$ cat src/rtl/float8_pkg.sv
// Shared float8 format constants and the accumulator FSM state encoding.
package float8_pkg;

  localparam int EXP_W   = 4;
  localparam int MANT_W  = 3;
  localparam int BIAS    = 7;
  localparam int EXP_MAX = 2 * BIAS + 1;

  localparam logic [7:0] MAX_POS = 8'h7F;
  localparam logic [7:0] MAX_NEG = 8'hFF;

  typedef enum logic [2:0] {
    IDLE,
    ALIGN,
    ADD,
    NORM,
    DONE
  } state_t;

endpackage

$ cat src/rtl/float8_unpack.sv
// Splits a float8 into sign, effective exponent and significand with hidden bit.
module float8_unpack
  import float8_pkg::*;
(
  input  logic [7:0]        value,
  output logic              sign,
  output logic [EXP_W-1:0]  exp_eff,
  output logic [MANT_W:0]   sig
);

  // Subnormals share the exponent of the smallest normal but have no hidden bit
  always_comb begin
    sign    = value[7];
    exp_eff = (value[6:3] == '0) ? EXP_W'(1) : value[6:3];
    sig     = {(value[6:3] != '0), value[2:0]};
  end

endmodule

$ cat src/rtl/float8_accum.sv
// Sequential float8 accumulator: one term per four cycles, sum released on the last term.
module float8_accum
  import float8_pkg::*;
(
  input  logic       clk,
  input  logic       rst,
  input  logic       in_valid,
  output logic       in_ready,
  input  logic [7:0] in_data,
  input  logic       in_last,
  output logic       out_valid,
  input  logic       out_ready,
  output logic [7:0] out_data
);

  state_t state, next_state;

  logic [7:0]       term_reg;
  logic             last_reg;
  logic [7:0]       acc;

  logic             al_sign;
  logic             al_sub;
  logic [EXP_W-1:0] al_exp;
  logic [6:0]       al_big;
  logic [6:0]       al_small;
  logic [7:0]       sum_reg;

  logic             t_sign, a_sign;
  logic [EXP_W-1:0] t_exp, a_exp;
  logic [MANT_W:0]  t_sig, a_sig;

  logic             term_big;
  logic             big_sign;
  logic [EXP_W-1:0] big_exp, small_exp, exp_diff;
  logic [MANT_W:0]  big_sig, small_sig;
  logic [6:0]       small_aligned;

  logic [6:0]       norm_m;
  logic [4:0]       norm_e;
  logic [7:0]       norm_result;

  float8_unpack u_unpack_term (
    .value   (term_reg),
    .sign    (t_sign),
    .exp_eff (t_exp),
    .sig     (t_sig)
  );

  float8_unpack u_unpack_acc (
    .value   (acc),
    .sign    (a_sign),
    .exp_eff (a_exp),
    .sig     (a_sig)
  );

  // Pick the larger-magnitude operand and shift the smaller one into its scale
  always_comb begin
    term_big  = {t_exp, t_sig} >= {a_exp, a_sig};
    big_sign  = term_big ? t_sign : a_sign;
    big_exp   = term_big ? t_exp  : a_exp;
    big_sig   = term_big ? t_sig  : a_sig;
    small_exp = term_big ? a_exp  : t_exp;
    small_sig = term_big ? a_sig  : t_sig;
    exp_diff  = big_exp - small_exp;
    if (exp_diff >= EXP_W'(7)) begin
      small_aligned = '0;
    end else begin
      small_aligned = {small_sig, 3'b000} >> exp_diff;
    end
  end

  // Renormalize the raw sum and encode it, saturating or dropping to subnormal
  always_comb begin
    norm_m = sum_reg[6:0];
    norm_e = {1'b0, al_exp};
    if (sum_reg[7]) begin
      norm_m = sum_reg[7:1];
      norm_e = norm_e + 5'd1;
    end else begin
      for (int i = 0; i < 6; i++) begin
        if (!norm_m[6] && (norm_e > 5'd1)) begin
          norm_m = norm_m << 1;
          norm_e = norm_e - 5'd1;
        end
      end
    end
    if (norm_e > 5'(EXP_MAX)) begin
      norm_result = al_sign ? MAX_NEG : MAX_POS;
    end else if (norm_m[6]) begin
      norm_result = {al_sign, norm_e[3:0], norm_m[5:3]};
    end else begin
      norm_result = {al_sign, 4'd0, norm_m[5:3]};
    end
    if (norm_result[6:0] == 7'd0) begin
      norm_result = 8'h00;
    end
  end

  // State register
  always_ff @(posedge clk) begin
    if (rst) begin
      state <= IDLE;
    end else begin
      state <= next_state;
    end
  end

  // Next-state logic and handshake outputs
  always_comb begin
    next_state = state;
    in_ready   = 1'b0;
    out_valid  = 1'b0;
    out_data   = 8'h00;
    case (state)
      IDLE: begin
        in_ready = 1'b1;
        if (in_valid) next_state = ALIGN;
      end
      ALIGN: next_state = ADD;
      ADD:   next_state = NORM;
      NORM:  next_state = last_reg ? DONE : IDLE;
      DONE: begin
        out_valid = 1'b1;
        out_data  = acc;
        if (out_ready) next_state = IDLE;
      end
      default: next_state = IDLE;
    endcase
  end

  // Datapath registers: capture term, aligned operands, raw sum, then accumulator
  always_ff @(posedge clk) begin
    if (rst) begin
      term_reg <= 8'h00;
      last_reg <= 1'b0;
      acc      <= 8'h00;
      al_sign  <= 1'b0;
      al_sub   <= 1'b0;
      al_exp   <= '0;
      al_big   <= '0;
      al_small <= '0;
      sum_reg  <= '0;
    end else begin
      case (state)
        IDLE: begin
          if (in_valid) begin
            term_reg <= in_data;
            last_reg <= in_last;
          end
        end
        ALIGN: begin
          al_sign  <= big_sign;
          al_sub   <= t_sign ^ a_sign;
          al_exp   <= big_exp;
          al_big   <= {big_sig, 3'b000};
          al_small <= small_aligned;
        end
        ADD: begin
          if (al_sub) begin
            sum_reg <= {1'b0, al_big} - {1'b0, al_small};
          end else begin
            sum_reg <= {1'b0, al_big} + {1'b0, al_small};
          end
        end
        NORM: acc <= norm_result;
        DONE: begin
          if (out_ready) acc <= 8'h00;
        end
        default: ;
      endcase
    end
  end

endmodule
$ cat config.mk
export PLATFORM = sky130hd
export DESIGN_NAME = float8_accum
export DESIGN_NICKNAME = d
export VERILOG_FILES = /design/src/rtl/float8_pkg.sv /design/src/rtl/float8_unpack.sv /design/src/rtl/float8_accum.sv
export SDC_FILE = /design/constraint.sdc
export NUM_CORES = 1
export LEC_CHECK = 0
export ABC_AREA = 1
export CAP_MARGIN = 20
export CORE_MARGIN = 8
export CORE_UTILIZATION = 66
export DETAILED_ROUTE_END_ITERATION = 10
export PLACE_DENSITY = 0.87
export SYNTH_ARGS = -nofsm -noshare
export SYNTH_HDL_FRONTEND = slang
export SYNTH_SLANG_ARGS = --single-unit
$ cat constraint.sdc
create_clock -name clk -period 13.2 [get_ports clk]
set_input_delay 1.32 -clock clk [delete_from_list [all_inputs] [get_ports clk]]
set_output_delay 1.32 -clock clk [all_outputs]
set_load 0.005 [all_outputs]
==> results of run 1 <==
final cells by class:
cell class / count / area, µm²
multi-input combinational: 509 / 2885
fill: 539 / 1655
sequential: 45 / 900.9
inverter: 120 / 452.9
timing repair buffer: 24 / 242.7
tap: 77 / 96.34
clock buffer: 7 / 86.33
clock inverter: 1 / 30.03
worst register-to-register path, delay by kind of cell (launching register included):
kind	cells	cell delay, ns
simple gates	30	3.35
fa+ha+maj	6	1.11
buf+inv	8	0.53
flops	1	0.45
compound gates	2	0.29
path summary, 6_finish.rpt:
kind | slack, ns | cells past startpoint | startpoint | endpoint
hold reg to reg | 0.48 | 2 | al_sign | al_sign
setup / recovery | 7.45 | 46 | al_exp[1] | acc[7]
hold / removal | 0.48 | 2 | al_sign | al_sign
setup reg to reg | 7.45 | 46 | al_exp[1] | acc[7]
cells in the mapped netlist, types with 4 or more instances:
cell and instances:
nand2_1 155, inv_1 101, o21ai_0 62, a21oi_1 58
nor2_1 49, dfxtp_1 45, nand3_1 45, ha_1 26
nand2_2 20, inv_2 15, clkbuf_1 14, nand2_4 12
nand4_1 9, xor2_1 8, a31oi_1 6, nor2_4 6
nor3_1 5, or2_2 5, nand3_4 4, o211ai_1 4
o21ai_1 4
per-layer routing:
layer | up-vias | routed length [µm]
li1 | 2261 | -
met1 | 1972 | 4439
met2 | 83 | 5312
met3 | 26 | 264
met4 | 0 | 265
met5 | - | 0
per-stage QoR:
stage          std cells  setup slack [ns]  utilization
2_1_floorplan        693             8.410            -
3_3_place_gp         774             7.842       0.7186
3_5_place_dp         774             7.418       0.7186
4_1_cts              782             7.425       0.7369
5_1_grt              783             6.785       0.7393
6_report             783             7.448       0.7393
cells in the final DEF, fill, tap and decap left out, types with 4 or more instances in the layout:
cell type and n:
a21oi_1 58, a31oi_1 6, clkbuf_8 6, clkdlybuf4s50_1 22
dfxtp_1 45, ha_1 26, inv_1 101, inv_2 15
nand2_1 155, nand2_2 20, nand2_4 12, nand3_1 45
nand3_4 4, nand4_1 9, nor2_1 49, nor2_4 6
nor3_1 5, o211ai_1 4, o21ai_0 62, o21ai_1 4
or2_2 5, xor2_1 8
kinds of logic after synthesis:
kind of cell,after synthesis
muxes,2
xor gates and xnor gates,10
and+or+nand+nor,318
AOI/OAI and AO/OA,152
adders and majority gates,27
buffers and inverters,139
DFF,45
==> results.ini, run 1 <==
[synthesis]
ys_types = 48
synthCells = 693
muxShareOfSynthArea = 0.004618
synth.area.top_cells = dfxtp_1 (21%), nand2_1 (13%), inv_1 (8.7%)
ys_seq_area_frac = 0.2078
ys_warn_count = 0
syn_area_mm2 = 0.004335
synth_largest_area_cell = dfxtp_1
synth_compound_area_frac = 0.1997
synthSimpleGateAreaFrac = 0.3613
avgSynthCellArea_um2 = 6.256
syn_nets = 733
synth_top_family_by_area = simple AND/OR/NAND/NOR gates
synth_xor_area_frac = 0.02020
async_flop_share = 0
synth-seq-cells = 45
synth_top_area_share = 0.2078
synth_edf_count = 0
ys.flop_type = dfxtp_1
synth_fa_ha_area_frac = 0.07965

[sta]
fin_setup_tns_ns = 0
worst_pin_slew_ns = 0.7847
slew_headroom = 0.4729
rsz0062_at_grt = false
max_freq_ghz = 0.1739
finClkSkew_ns = 0.006608
layout_min_cycle_time_ns = 5.752
post-route-period-util = 0.4357
finalHoldViolations = 0
finalSetupViolations = 0
whs_ns = 0.4801
drv_slew = 0

[global_routing]
grt.busiest_layer = met2
grtUsageMet2 = 0.4156
grt_pass1_vias = 4213
grt_usage = 0.2165
grt_overflow = 0
grt_max_degree = 32
grtUsageMet1 = 0.2279
antenna_found_initial = 0
grt_pass1_wl_um = 17800
grt_use_met3 = 0.02845

[clock_network]
numCtsBuffers = 5
cts.sink_count = 45
cts_tree = yes
root_buffer = clkbuf_8
clk_pin_slew_ns = 0.08
htreeDepth = 2
clk_latency_ns = 0.30
cts_buffer_depth = 2
cts_setup_buffers = 0
ctsResizeCount = 0
cts.hold.buffers_added = 0

[critical_path]
crit_buf_inv = 8
worstSetupStartpointType = flop
critPathSlowestCell = dfxtp_1
crit_arrival_ns = 5.99
worstPathRequired_ns = 13.44
crit_fanout = 14
critical-path-top-delay-family = simple AND/OR/NAND/NOR gates
slowest_delay_ns = 0.45
cp-end-kind = flop
crit_type = flop to flop
crit_top_cell = nand2_1

[floorplan]
start_util = 0.6828
die_h_um = 97.05
rows = 29
coreArea_mm2 = 0.006350
die_w_um = 97.05
die-area_mm2 = 0.009419
ios = 23

[drt]
drt-total-wl_um = 10280
wl_per_cell_um = 13.13
drc_errors = 0
antenna_left = 0
vias_per_cell = 5.545
drt_iter0_drc = 211
firstDrtPassIters = 5
vias = 4342

[flow_run]
drv_cap = 0

[cells_and_area]
final_area_mm2 = 0.004695
syn_to_final_growth_pct = 8.283
nets = 745
antenna_cells = 0
drive_above_1_share = 0.1161

[run_status]
status = completed

[min_path]
hold_class = flop to flop

[place]
hpwl_um = 8250
place_area_mm2 = 0.004563
gp_congestion = 0.9155
portBuffers = 22

Power of run 1 is left out: the tool's default activity adds up to more than one toggle a clock period on the data nets, which glitch-free logic cannot reach.
==> run 2: changes to the inputs <==
- CORE_UTILIZATION: 66 -> 62
- PLACE_DENSITY: 0.87 -> 0.82
- clock period: 13.2 -> 5.8 ns (I/O delays scaled with it)
==> results.ini, run 2 (same netlist as run 1, synthesis figures left out) <==
[global_routing]
grt_max_degree = 32  ; unchanged
antenna_found_initial = 0  ; unchanged
grt_pass1_wl_um = 16770  ; -5.7%
grt_overflow = 0  ; unchanged
grt_usage = 0.2022  ; -0.01430
grt_pass1_vias = 3895  ; -7.5%

[sta]
worst_pin_slew_ns = 0.8361  ; +0.05146 ns
layout_min_cycle_time_ns = 5.348  ; -0.4038 ns
slew_headroom = 0.4383  ; -0.03457
fin_setup_tns_ns = 0  ; unchanged
finClkSkew_ns = 0.006395  ; -0.0002126 ns
finalHoldViolations = 0  ; unchanged
post-route-period-util = 0.9220  ; +0.4863
drv_slew = 0  ; unchanged
finalSetupViolations = 0  ; unchanged
whs_ns = 0.4722  ; -0.007850 ns
max_freq_ghz = 0.1870  ; +7.6%

[run_status]
status = completed

[floorplan]
die_h_um = 99.62  ; +2.6%
start_util = 0.6381  ; -0.04464
ios = 23  ; unchanged
die_w_um = 99.62  ; +2.6%
rows = 30  ; +3.4%
coreArea_mm2 = 0.006794  ; +7.0%
die-area_mm2 = 0.009924  ; +5.4%

[critical_path]
worstPathRequired_ns = 5.98  ; -7.46 ns
crit_top_cell = nand2_1
worstSetupStartpointType = flop
crit-reg2reg-launch = al_exp[1]
crit_fanout = 14  ; unchanged
critPathSlowestCell = dfxtp_2
cp-endpoint = acc[7]
r2r_end = acc[7]
cp-startpoint = al_exp[1]
crit_arrival_ns = 5.53  ; -0.46 ns
r2r_cells = 47  ; +2.2%
rrSetupSlack_ns = 0.45  ; -7.00 ns
slowest_delay_ns = 0.38  ; -0.07 ns
crit_type = flop to flop
cp-end-kind = flop

[cells_and_area]
drive_above_1_share = 0.1322  ; +0.01606
final_area_mm2 = 0.004783  ; +1.9%
final_common_cell = nand2_1
final_cell_mix = nand2_1 (153), inv_1 (101), o21ai_0 (62), a21oi_1 (57), nor2_1 (49)
nets = 751  ; +0.81%
antenna_cells = 0  ; unchanged
syn_to_final_growth_pct = 10.33

[clock_network]
root_buffer = clkbuf_8
cts_tree = yes
cts.sink_count = 45  ; unchanged
cts.hold.buffers_added = 0  ; unchanged
htreeDepth = 2  ; unchanged
cts_buffer_depth = 2  ; unchanged
numCtsBuffers = 5  ; unchanged
clk_pin_slew_ns = 0.08  ; about the same
clk_latency_ns = 0.30  ; about the same

[place]
place_area_mm2 = 0.004594  ; +0.69%
portBuffers = 22  ; unchanged
hpwl_um = 8117  ; -1.6%
gp_congestion = 0.9045  ; -1.2%

[drt]
drc_errors = 0  ; unchanged
drt-total-wl_um = 10160  ; -1.2%
vias_per_cell = 5.372  ; -3.1%
drt_iter0_drc = 168  ; -20%
antenna_left = 0  ; unchanged
wl_per_cell_um = 12.59  ; -4.1%
vias = 4335  ; -0.16%
firstDrtPassIters = 5  ; unchanged

[flow_run]
drv_cap = 0  ; unchanged

[min_path]
hold_class = flop to flop

-- run 2: timing repair --
| item | in CTS | in global routing |
|---|---|---|
| buffers inserted | 0 | 6 |
| resized for setup | 0 | 12 |
| endpoints found under the setup margin | 0 | 8 |
-- run 2: through the flow --
stage          setup slack [ns]  cells    util
2_1_floorplan             1.010    693       -
3_3_place_gp             0.4630    794  0.6762
3_5_place_dp            0.07189    794  0.6762
4_1_cts                 0.07134    801  0.6890
5_1_grt                -0.02177    807  0.7041
6_report                 0.4522    807  0.7041
-- run 2: worst min-delay path by stage --
stage               startpoint       end  slack, ns  depth (start not counted)
floorplan             last_reg  last_reg       0.44                          2
global route           al_sign   al_sign       0.49                          2
CTS                    al_sign   al_sign       0.48                          2
global placement       al_sign   al_sign       0.46                          2
detailed placement     al_sign   al_sign       0.46                          2
finish                 al_sign   al_sign       0.47                          2
-- run 2: final cells by class --
type	instances	area, µm²
multi-input cells	509	2940
fillers	619	2011
flip-flops and latches	45	903.4
inverters	120	452.9
repair buffers	30	280.3
well taps	96	120.1
clock buffers	7	86.33
-- run 2: worst max-delay path: cells and delay by family (launching register included) --
kind | cells | cell delay [ns]
buffers and inverters | 8 | 0.50
flip-flops | 1 | 0.38
AND/OR/NAND/NOR | 31 | 2.91
adder cells (fa/ha/maj) | 6 | 1.13
AO/OA/AOI/OAI | 2 | 0.26
-- run 2: layer usage --
metal | GRT usage | part of all wire
met1 | 0.2171 | 0.44
met2 | 0.3967 | 0.51
met3 | 0.02933 | 0.029
met4 | 0.05239 | 0.013
met5 | 0 | 0
Power of run 2 is left out for the same reason.
==> run 3: changes to the inputs <==
- CTS_CLUSTER_SIZE: not set -> 16
- clock period: 5.8 -> 5.7 ns (I/O delays scaled with it)
==> results.ini, run 3 (same netlist as run 1, synthesis figures left out) <==
[clock_network]
numCtsBuffers = 5  ; unchanged
cts_buffer_depth = 2  ; unchanged
root_buffer = clkbuf_8
clk_latency_ns = 0.30  ; about the same
clk_pin_slew_ns = 0.08  ; about the same
cts_tree = yes
cts.hold.buffers_added = 0  ; unchanged
cts.sink_count = 45  ; unchanged
htreeDepth = 2  ; unchanged

[place]
hpwl_um = 8158  ; +0.51%
dp.cells = 794  ; unchanged
gp_congestion = 0.9046  ; about the same
portBuffers = 22  ; unchanged

[cells_and_area]
antenna_cells = 0  ; unchanged
stdcell_count = 814  ; +0.87%
nets = 758  ; +0.93%
final_cell_mix = nand2_1 (154), inv_1 (101), o21ai_0 (62), a21oi_1 (58), nor2_1 (49)
final_common_cell = nand2_1
drive_above_1_share = 0.1393  ; +0.007068
syn_to_final_growth_pct = 11.83

[critical_path]
worstSetupStartpointType = flop
worstPathRequired_ns = 5.87  ; -0.11 ns
critical-path-top-delay-family = simple AND/OR/NAND/NOR gates
crit_buf_inv = 6  ; -2
slowest_delay_ns = 0.63  ; +0.25 ns
crit_fanout = 14  ; unchanged
crit_arrival_ns = 5.44  ; -0.09 ns
critPathSlowestCell = a21oi_1
crit_type = flop to flop
cp-end-kind = flop
crit_top_cell = nand2_1

[sta]
rsz0062_at_grt = false
finalSetupViolations = 0  ; unchanged
post-route-period-util = 0.9251  ; +0.003081
max_freq_ghz = 0.1896  ; +1.4%
finalHoldViolations = 0  ; unchanged
layout_min_cycle_time_ns = 5.273  ; -0.07464 ns
slew_headroom = 0.4252  ; -0.01304
whs_ns = 0.4733  ; +0.001102 ns
worst_pin_slew_ns = 0.8556  ; +0.01941 ns
fin_setup_tns_ns = 0  ; unchanged
finClkSkew_ns = 0.009177  ; +0.002782 ns
drv_slew = 0  ; unchanged

[floorplan]
ios = 23  ; unchanged
coreArea_mm2 = 0.006794  ; unchanged
start_util = 0.6381  ; unchanged
die_w_um = 99.62  ; unchanged
die-area_mm2 = 0.009924  ; unchanged
rows = 30  ; unchanged
die_h_um = 99.62  ; unchanged

[global_routing]
grt_max_degree = 32  ; unchanged
grt_usage = 0.2067  ; +0.004555
antenna_found_initial = 0  ; unchanged
grt_pass1_wl_um = 17150  ; +2.3%
grt_pass1_vias = 4016  ; +3.1%
grt_overflow = 0  ; unchanged

[drt]
drt_iter0_drc = 191  ; +14%
drc_errors = 0  ; unchanged
vias_per_cell = 5.351  ; -0.38%
firstDrtPassIters = 4  ; -1
drt-total-wl_um = 10410  ; +2.5%
vias = 4356  ; +0.48%
wl_per_cell_um = 12.79  ; +1.6%
antenna_left = 0  ; unchanged

[flow_run]
drv_cap = 0  ; unchanged

[run_status]
status = completed

[min_path]
hold_class = flop to flop

[run 3: cell count changes in the layout (fill, tap and decap cells not counted)]
cell and change:
a21oi_1 +1, buf_4 +7, a21oi_4 +1, dfxtp_2 +1, a21oi_2 -2, dfxtp_1 -1
ha_2 -1, nand2_2 -1, nand2_1 +1, ha_4 +1
[run 3: through the flow]
step | setup WS, ns | cell area (µm²) | util
6_report | 0.4269 | 4848 | 0.7136
5_1_grt | 0.001322 | 4848 | 0.7136
4_1_cts | 0.009388 | 4681 | 0.6890
3_5_place_dp | 0.01017 | 4594 | 0.6762
3_3_place_gp | 0.3633 | 4594 | 0.6762
2_1_floorplan | 0.9097 | 4335 | -
[run 3: final timing paths]
path / depth (start not counted) / endpoint / start / slack (ns)
min reg2reg: 2 / al_sign / al_sign / 0.47
max: 40 / acc[7] / al_exp[0] / 0.43
max reg2reg: 40 / acc[7] / al_exp[0] / 0.43
min: 2 / al_sign / al_sign / 0.47
[run 3: area by class of cell]
class / instances / area [µm²]
Clock buffer: 7 / 86.33
Fill cell: 605 / 1946
Inverter: 120 / 452.9
Multi-Input combinational cell: 509 / 2952
Sequential cell: 45 / 904.6
Tap cell: 96 / 120.1
Timing Repair Buffer: 37 / 332.8
[run 3: repair_timing]
item | in CTS | in global routing
buffers inserted | 0 | 13
setup endpoints to repair | 0 | 8
resized for setup | 0 | 13
[run 3: metal layers]
layer / track usage / part of all wire
met2: 0.3998 / 0.51
met5: 0 / 0
met1: 0.2201 / 0.44
met4: 0.07101 / 0.020
met3: 0.03073 / 0.031
[run 3: worst register-to-register path: cells and delay by family (launching register included)]
| kind | cells | cell delay, ns |
|---|---|---|
| simple gates | 27 | 2.65 |
| fa+ha+maj | 5 | 1.00 |
| flops | 1 | 0.44 |
| compound gates | 2 | 0.68 |
| buf+inv | 6 | 0.39 |
Power of run 3 is left out for the same reason.
